## src/rtl/rv_pkg.sv

```systemverilog
// Shared definitions for the ready/valid burst source: FSM state encoding and
// the default payload width.
package rv_pkg;

    localparam int RV_DATA_W = 32;

    typedef enum logic [1:0] {
        ST_IDLE = 2'd0,
        ST_SEND = 2'd1,
        ST_GAP  = 2'd2,
        ST_DONE = 2'd3
    } rv_state_e;

endpackage : rv_pkg

```

## src/rtl/rv_stream_source.sv

```systemverilog
// Burst stream source. On an accepted start it emits len beats of an
// incrementing payload (starting at start_data) over a valid/ready stream,
// optionally separating beats with gap idle cycles, then pulses done.
//
// Handshake: a beat transfers on any rising edge where out_valid and out_ready
// are both high. Once out_valid rises it stays high, with out_data stable,
// until that transfer happens. out_ready while out_valid is low is ignored.
//
// Every output comes straight from a flop. Each flop's next value is decoded
// from the next FSM state, so out_ready reaches outputs only through registers.
module rv_stream_source
    import rv_pkg::*;
#(
    parameter int DATA_W = RV_DATA_W,
    parameter int LEN_W  = 16,
    parameter int GAP_W  = 4
) (
    input  logic              clk,
    input  logic              rst,
    input  logic              start,
    input  logic [DATA_W-1:0] start_data,
    input  logic [LEN_W-1:0]  len,
    input  logic [GAP_W-1:0]  gap,
    output logic              busy,
    output logic              done,
    output logic              out_valid,
    input  logic              out_ready,
    output logic [DATA_W-1:0] out_data,
    output logic [LEN_W-1:0]  beat_cnt
);

    rv_state_e         state_q, state_d;
    logic [DATA_W-1:0] data_q, data_d;
    logic [LEN_W-1:0]  cnt_q, cnt_d;
    logic [LEN_W-1:0]  len_q, len_d;
    logic [GAP_W-1:0]  gap_q, gap_d;
    logic [GAP_W-1:0]  gap_cnt_q, gap_cnt_d;
    logic              valid_q, valid_d;
    logic              done_q, done_d;
    logic              busy_q, busy_d;

    logic              accept;
    logic [LEN_W-1:0]  cnt_inc;

    assign accept  = valid_q && out_ready;
    assign cnt_inc = cnt_q + LEN_W'(1);

    // Next-state logic: FSM transitions, burst counters and registered outputs.
    always_comb begin
        state_d   = state_q;
        data_d    = data_q;
        cnt_d     = cnt_q;
        len_d     = len_q;
        gap_d     = gap_q;
        gap_cnt_d = gap_cnt_q;

        case (state_q)
            ST_IDLE: begin
                if (start) begin
                    len_d  = len;
                    gap_d  = gap;
                    data_d = start_data;
                    cnt_d  = '0;
                    // A zero-length burst completes without issuing a beat.
                    state_d = (len != '0) ? ST_SEND : ST_DONE;
                end
            end
            ST_SEND: begin
                if (accept) begin
                    cnt_d  = cnt_inc;
                    data_d = data_q + DATA_W'(1);
                    if (cnt_inc == len_q) begin
                        state_d = ST_DONE;
                    end else if (gap_q == '0) begin
                        state_d = ST_SEND;
                    end else begin
                        state_d   = ST_GAP;
                        gap_cnt_d = gap_q;
                    end
                end
            end
            ST_GAP: begin
                // gap_cnt holds the idle cycles left including this one.
                if (gap_cnt_q <= GAP_W'(1)) begin
                    state_d = ST_SEND;
                end else begin
                    gap_cnt_d = gap_cnt_q - GAP_W'(1);
                end
            end
            ST_DONE: begin
                // start is deliberately not sampled here.
                state_d = ST_IDLE;
            end
            default: begin
                state_d = ST_IDLE;
            end
        endcase

        valid_d = (state_d == ST_SEND);
        done_d  = (state_d == ST_DONE);
        busy_d  = (state_d != ST_IDLE);
    end

    // State and datapath registers with synchronous reset.
    always_ff @(posedge clk) begin
        if (rst) begin
            state_q   <= ST_IDLE;
            data_q    <= '0;
            cnt_q     <= '0;
            len_q     <= '0;
            gap_q     <= '0;
            gap_cnt_q <= '0;
            valid_q   <= 1'b0;
            done_q    <= 1'b0;
            busy_q    <= 1'b0;
        end else begin
            state_q   <= state_d;
            data_q    <= data_d;
            cnt_q     <= cnt_d;
            len_q     <= len_d;
            gap_q     <= gap_d;
            gap_cnt_q <= gap_cnt_d;
            valid_q   <= valid_d;
            done_q    <= done_d;
            busy_q    <= busy_d;
        end
    end

    assign out_valid = valid_q;
    assign out_data  = data_q;
    assign beat_cnt  = cnt_q;
    assign done      = done_q;
    assign busy      = busy_q;

endmodule : rv_stream_source
```

## config.mk

```make
export PLATFORM = sky130hd
export DESIGN_NAME = rv_stream_source
export DESIGN_NICKNAME = d
export VERILOG_FILES = /design/src/rtl/rv_pkg.sv /design/src/rtl/rv_stream_source.sv
export SDC_FILE = /design/constraint.sdc
export NUM_CORES = 1
export LEC_CHECK = 0
export ABC_AREA = 1
export CORE_AREA = 5 5 91 114
export CTS_CLUSTER_DIAMETER = 200
export DETAILED_ROUTE_END_ITERATION = 12
export DIE_AREA = 0 0 96 119
export PLACE_DENSITY = 0.87
export RECOVER_POWER = 100
export SYNTH_ARGS = -nofsm -noshare
export SYNTH_HDL_FRONTEND = slang
export SYNTH_SLANG_ARGS = --single-unit
```

## constraint.sdc

```tcl
create_clock -name clk -period 2.5 [get_ports clk]
set_clock_uncertainty 0.05 [all_clocks]
set_input_delay 0.75 -clock clk [delete_from_list [all_inputs] [get_ports clk]]
set_output_delay 0.75 -clock clk [all_outputs]
set_load 0.05 [all_outputs]
```

Yosys cells after proc, flatten, opt, wreduce, memory -nomap -nowiden
Cells that the tools add are included.
Cells by class
  add/sub/neg operators: 3
  order comparisons: 1
  equality and inequality tests: 11
  multiplexer cells: 18
  reductions and logical operators: 10
Operator list (number)
  $mux W32: 2
  $pmux W32 S2: 1
  $add A32 B1 Y32 const B: 1
  $mux W16: 2
  $pmux W16 S2: 1
  $add A16 B1 Y16 const B: 1
  $eq A16 B16 Y1: 1
  $mux W4: 4
  $reduce_bool A16 Y1: 1
  $mux W2: 6
  $ne A2 B2 Y1 const B: 5
  $pmux W2 S4: 1
  $pmux W4 S2: 1
  $eq A2 B2 Y1 const B: 3
  $reduce_bool A2 Y1: 3
  $reduce_and A5 Y1: 1
  $eq A2 B1 Y1 const B: 2
  $le A4 B1 Y1 const B: 1
  $logic_not A4 Y1: 1
  $sub A4 B1 Y4 const B: 1
  $reduce_and A3 Y1: 1
  $logic_not A2 Y1: 1
  $reduce_and A2 Y1: 1
  $logic_and A1 B1 Y1: 1
Word-level totals
  flip-flop bits (word level): 77
  bits of input ports: 56
  output and inout bits: 51
  word-level logic and storage cells: 52

Depth between registers and ports, before layout
Gate-level depths: netlist of run 1.
  depth after elaboration: 6
  mapped depth: 18
  mapped depth without buffers: 18

Worst setup path after synthesis of run 1
No wires, ideal clock.
  path kind: register to register
  from: register data_q[0], in the netlist out_data[0]
  to: register data_q[28], in the netlist out_data[28]
  setup time: 0.070 ns
  arrival time: 2.251 ns
  data required time: 2.380 ns
  slack: 0.129 ns
  stages on the path, launching flop included: 15
  path buffers: 0
  clock period less this slack: 2.371 ns
  cell sequence: dfxtp_1 ha_1 nand2_1 nor2_2 nand4_2 nor2_2 nand2_2 inv_2 nand2_2 nor2_2 nand3_1 nor2_1 xor2_1 nand2_1 a21oi_1
Between the ends
  word-level cells in the longest chain between the ends: 3
RTL lines
  from (decl): RTL line rv_stream_source.sv:33  | logic [DATA_W-1:0] data_q, data_d;
  from (signal assigned): RTL line rv_stream_source.sv:118  | data_q <= data_d;
  $add A32 B1 Y32: RTL line rv_stream_source.sv:71  | data_d = data_q + DATA_W'(1);
  $mux W32: RTL line rv_stream_source.sv:69  | if (accept) begin
  $pmux W32 S2: RTL line rv_stream_source.sv:57  | case (state_q)
No other way between the ends. The select of a mux whose other input is x is not followed.
A chain may end at the register's enable or synchronous reset.

Worst setup path in the final report of run 1
  from: register cnt_q[9], in the netlist beat_cnt[9]
  to: output beat_cnt[9]
RTL lines
  from (decl): RTL line rv_stream_source.sv:34  | logic [LEN_W-1:0] cnt_q, cnt_d;
  from (signal assigned): RTL line rv_stream_source.sv:119  | cnt_q <= cnt_d;
  to (decl): RTL line rv_stream_source.sv:29  | output logic [LEN_W-1:0] beat_cnt
No word-level cell between the ends.

==> flow_summary.toml, run 1 <==
[floorplanning]
ioPinCount = 107
start_util = 0.498
die-height_um = 119
die_width_um = 96
coreArea_um2 = 9080
row_count = 39
dieArea_um2 = 11400

[cts]
htreeDepth = 3
cts.clk_slew.worst_paths_ps = 60
cts_tree = "built"
clockBufferDepth = 2
cts_buffers = 9
clock-sinks = 77
clk_latency_ps = 330
clockRootBuffer = "clkbuf_16"

[yosys]
synth.most_common_cell = "nand2_1"
syn_area_um2 = 4520
async_reset_ff_frac = 0
ys_top_cells_by_count = "nand2_1 (164), dfxtp_1 (77), nor2_1 (76), a21oi_1 (64), o21ai_0 (61)"
synth_area_per_cell_um2 = 6.63
yosysUniqueCellTypes = 35
yosys.area.top_type = "dfxtp_1"
synth_edf_count = 0
synth_fp_nets = 742
ys.flop_type = "dfxtp_1"
netlist_top_cells_area = "dfxtp_1 (34%), nand2_1 (14%), a21oi_1 (7.1%)"
ys_seq_elements = 77
synth_cells = 682
ys_seq_area_frac = 0.341
yosysWarnings = 0
yosysTopAreaCellShare = 0.341

[timing]
setup_viol = 0
worst_pin_slew_ps = 855
layout_min_cycle_time_ps = 2450
clock.fmax_ghz = 0.408
hold_viol = 0
holdWs_ps = 419
slew_headroom = 0.430
post-route-period-util = 0.979
rsz0062_at_grt = "yes"
drv_slew = 0

[global_routing]
grt_util_all_layers = 0.250
grt_pass1_wl_mm = 23.0
antenna_found_initial = 0
grt_max_degree = 46
overflow = 0
grt_pass1_vias = 5181

[placement]
dpl_cell_area_um2 = 5820
hpwl_mm = 10.1
port_buffers = 106
gp_congestion = 0.934

[detailed_routing]
routed-wl-met3_um = 984
wl_met2_mm = 7.27
routed_wl_mm = 14.0
detail_route.iter0.violations = 237
top_layer_used = "met4"
wl_per_cell_um = 15.2
ant_nets = 0
drcViolationCount = 0
vias_per_cell = 5.45
m1WireLength_mm = 5.17
vias = 5016
dr.pass1.iters = 5

[setup_path]
rrSetupSlack_ps = 150
path_buf_inv = 1
cp-end-kind = "output pin"
critical_path.cell_chain = "clkdlybuf4s50_1"
crit_type = "register to output pin"
cp.required_ps = 1700
start_kind = "register"
critPathMaxFanout = 7
slowest_delay_ps = 860
cp.arrival_ps = 1650
critical-path-top-delay-family = "buffers and inverters"
slowest_stage = "clkdlybuf4s50_1"

[power]
irDropWorstVdd_v = 0.000343
p_leak_nw = 2.46
power_density_nw_per_um2 = 612
fin_total_pwr_mw = 3.74

[status]
outcome = "complete, no violations"

[layout]
layout-drive-gt1-share = 0.0928
post-route-util = 0.674
num-nets-final = 852
diodes = 0
area_growth_pct = 35.3
fin_area_um2 = 6120

[run]
drv_cap = 0

[min_path]
hp-class = "register to register"
==> final cells by class <==
class	instances	area, um^2
fill	761	2960
clock inverter	4	47.5
timing repair buffer	128	1220
multi-input combinational	516	2680
clock buffer	12	246
tap	123	154
sequential	77	1550
inverter	60	225
==> power by group <==
| part | leakage, nW | switching (mW) | total [mW] | internal, mW |
|---|---|---|---|---|
| Sequential | 0.635 | 0.118 | 1.45 | 1.34 |
| Combinational | 1.69 | 0.614 | 0.987 | 0.374 |
| Clock | 0.143 | 0.506 | 1.30 | 0.798 |
| Total | 2.46 | 1.24 | 3.74 | 2.51 |
==> timing repair <==
action	CTS	global route
hold buffers	0	0
buffers inserted	0	1
endpoints found under the setup margin	0	13
gates resized for setup	0	15
==> path summary, 6_finish.rpt <==
path / startpoint / cells past startpoint / to
max: beat_cnt[9]$_SDFFE_PP0P_ / 1 / beat_cnt[9]
min: len_q[12]$_SDFFE_PP0P_ / 2 / len_q[12]$_SDFFE_PP0P_
max reg2reg: beat_cnt[1]$_SDFFE_PP0P_ / 18 / gap_cnt_q[2]$_SDFFE_PP0P_
min reg2reg: len_q[12]$_SDFFE_PP0P_ / 2 / len_q[12]$_SDFFE_PP0P_
==> worst min-delay path, delay by kind of cell, from the launching register on <==
| family | cells | cell delay (ps) |
|---|---|---|
| compound gates | 1 | 60 |
| buf+inv | 1 | 60 |
| flops | 1 | 300 |
==> state kept, by name (all words and copies together), names as in the netlist <==
register / cells
beat_cnt: 16
busy: 1
done: 1
gap_cnt_q: 4
gap_q: 4
len_q: 16
out_data: 32
out_valid: 1
state_q: 2
==> per-stage QoR <==
stage	cells	worst slack, ps	setup TNS, ps
2_1_floorplan	682	129	0
3_3_place_gp	903	-56.9	-164
3_5_place_dp	903	-72.3	-211
4_1_cts	919	17.9	0
5_1_grt	920	-15.6	-15.6
6_report	920	51.7	0
==> kinds of logic (layout without fill, tap and decap cells) <==
family                     count (synthesis)  after routing  synth area share
adders and majority gates                  4              4            0.0111
buffers and inverters                     89            204            0.0744
and+or+nand+nor                          335            335             0.337
AOI/OAI and AO/OA                        145            145             0.172
DFF                                       77             77             0.341
xor gates and xnor gates                  32             32            0.0650
==> placed cells by master, fill, tap and decap left out, types with 5 or more instances in the layout <==
cell type	count
nand2_1	164
nor2_2	7
a21oi_1	64
clkbuf_1	7
nand3_1	37
nand2_2	6
dfxtp_1	75
clkdlybuf4s50_1	98
nor3_1	6
o21ai_0	61
clkbuf_16	9
nand3_2	5
a211oi_1	5
nor2_4	8
buf_4	18
nand4_1	12
nor2_1	74
xor2_1	20
inv_1	58
o211ai_1	5
xnor2_1	11
==> routing by layer <==
metal | vias to the layer above | GRT usage
li1 | 2464 | -
met1 | 2283 | 0.275
met2 | 214 | 0.436
met3 | 55 | 0.0479
met4 | 0 | 0.146
met5 | - | 0
No activity file was read; power rests on OpenSTA's default activity.
==> inputs of run 2 (changes only) <==
--- a/config.mk
+++ b/config.mk
@@ -6,12 +6,12 @@
 export NUM_CORES = 1
 export LEC_CHECK = 0
 export ABC_AREA = 1
-export CORE_AREA = 5 5 91 114
+export CORE_AREA = 5 5 106 98
 export CTS_CLUSTER_DIAMETER = 200
 export DETAILED_ROUTE_END_ITERATION = 12
-export DIE_AREA = 0 0 96 119
+export DIE_AREA = 0 0 111 103
 export PLACE_DENSITY = 0.87
-export RECOVER_POWER = 100
+export RECOVER_POWER = 25
 export SYNTH_ARGS = -nofsm -noshare
 export SYNTH_HDL_FRONTEND = slang
 export SYNTH_SLANG_ARGS = --single-unit
==> run 2 against run 1 <==
Global-route usage down 0.42 points. Combinational power up 0.7%. Cell area down 0.84%. Non-clock buffer count down 4. Cell count down 0.22%. Flip-flop and latch count unchanged. Via count up 0.12%. Die area about the same. Critical path depth unchanged.
==> flow_summary.toml, run 2 (synthesis results as in run 1) <==
[cts]
htreeDepth = 3
clock-sinks = 77
cts_tree = "built"
post_cts_buffers = 0
cts.clk_slew.worst_paths_ps = 90
clockRootBuffer = "clkbuf_8"
clk_latency_ps = 360
clockBufferDepth = 2
ctsHoldBuffers = 0
cts_buffers = 9

[min_path]
hp-class = "register to register"
worstHoldStart = "len_q[12]$_SDFFE_PP0P_"

[timing]
layout_min_cycle_time_ps = 2450
hold_viol = 0
post-route-period-util = 0.980
setup_viol = 0
slew_headroom = 0.575
worst_pin_slew_ps = 638
clock.fmax_ghz = 0.408
drv_slew = 0

[global_routing]
antenna_found_initial = 0
grt_pass1_vias = 5046
grt_pass1_wl_mm = 23.2
overflow = 0
grt_util_all_layers = 0.246
grt_max_degree = 46

[power]
p_int_mw = 2.40
seq_power_share = 0.401
power_density_nw_per_um2 = 598
power.net_switching_mw = 1.23
p_comb_frac = 0.274
p_leak_nw = 2.61
pwr-share-clk = 0.325
fin_total_pwr_mw = 3.63
swShare = 0.338
irDropWorstVdd_v = 0.000344

[setup_path]
crit_type = "register to output pin"
start_kind = "register"
critical_path.cell_chain = "clkdlybuf4s50_1"
slowest_stage = "clkdlybuf4s50_1"
cp.arrival_ps = 1650
critical-path-top-delay-family = "buffers and inverters"
cp-startpoint = "out_data[6]$_SDFFE_PP0P_"
slowest_delay_ps = 850
critPathMaxFanout = 5
rr_startpoint = "out_data[0]$_SDFFE_PP0P_"
path_buf_inv = 1
cp.required_ps = 1700
cp-end-kind = "output pin"

[floorplanning]
row_count = 34
ioPinCount = 107
start_util = 0.485
dieArea_um2 = 11400
die_width_um = 111
coreArea_um2 = 9320
die-height_um = 103

[layout]
fillers = 791
diodes = 0
layout-drive-gt1-share = 0.0884
area_growth_pct = 34.2
instances_no_fill = 918
post-route-util = 0.651
largest_reg_flops = 32
num-nets-final = 848
fin_area_um2 = 6070
final_cell_mix = "nand2_1 (164), clkdlybuf4s50_1 (88), nor2_1 (73), dfxtp_1 (73), a21oi_1 (64)"
layout_commonest_cell = "nand2_1"

[placement]
dpl_cell_area_um2 = 5790
place_inst = 903
hpwl_mm = 10.1
port_buffers = 106
gp_congestion = 0.893

[detailed_routing]
routed_wl_mm = 14.0
detail_route.iter0.violations = 398
ant_nets = 0
drcViolationCount = 0
vias = 5022
wl_per_cell_um = 15.2
vias_per_cell = 5.47
dr.pass1.iters = 6

[run]
drv_cap = 0

[status]
outcome = "complete, no violations"
==> run 2: final timing paths <==
check                              endpoint  slack [ps]  depth (start not counted)
hold / removal       len_q[12]$_SDFFE_PP0P_         430                          2
setup reg to reg  out_data[28]$_SDFFE_PP0P_         190                         14
hold reg to reg      len_q[12]$_SDFFE_PP0P_         430                          2
setup / recovery                out_data[6]          50                          1
==> run 2: cell type report <==
class / instances / area [um^2] / area share
Clock inverter: 5 / 108 / 0.0177
Clock buffer: 10 / 138 / 0.0227
Inverter: 60 / 225 / 0.0371
Timing Repair Buffer: 124 / 1230 / 0.203
Sequential cell: 77 / 1550 / 0.255
Multi-Input combinational cell: 516 / 2660 / 0.438
Tap cell: 126 / 158 / 0.0260
==> run 2: per-stage QoR <==
step | TNS, ps | setup WS, ps | hold slack (ps)
2_1_floorplan | 0 | 129 | 389
3_3_place_gp | 0 | 17.2 | 407
3_5_place_dp | -33.0 | -20.5 | 419
4_1_cts | 0 | 0.761 | 430
5_1_grt | -16.6 | -12.2 | 461
6_report | 0 | 50.9 | 431
==> run 2: tightest hold or removal path: cells and delay by family, from the launching register on <==
family | cells | cell delay (ps)
compound gates | 1 | 60
flops | 1 | 320
buf+inv | 1 | 60
==> run 2: power groups by stage <==
stage,logic (mW),registers (mW),clock network [mW]
after floorplan,0.396,1.68,0
after global placement,0.958,1.47,0
after detailed placement,0.985,1.48,0
after CTS,0.994,1.45,1.19
after global routing,1.07,1.47,1.24
final,0.994,1.45,1.18
==> run 2: timing repair <==
| item | 4_1_cts | 5_1_grt |
|---|---|---|
| endpoints found under the setup margin | 3 | 22 |
| endpoints found under the hold margin | 0 | 0 |
| gates resized for setup | 3 | 22 |
| pin swaps | 0 | 2 |
==> run 2: routing by layer <==
layer / track usage / vias to the layer above / share of wire
met4: 0.0985 / 0 / 0.023
met3: 0.0522 / 31 / 0.065
met2: 0.441 / 195 / 0.50
met5: 0 / - / 0
met1: 0.291 / 2343 / 0.41
li1: - / 2453 / -
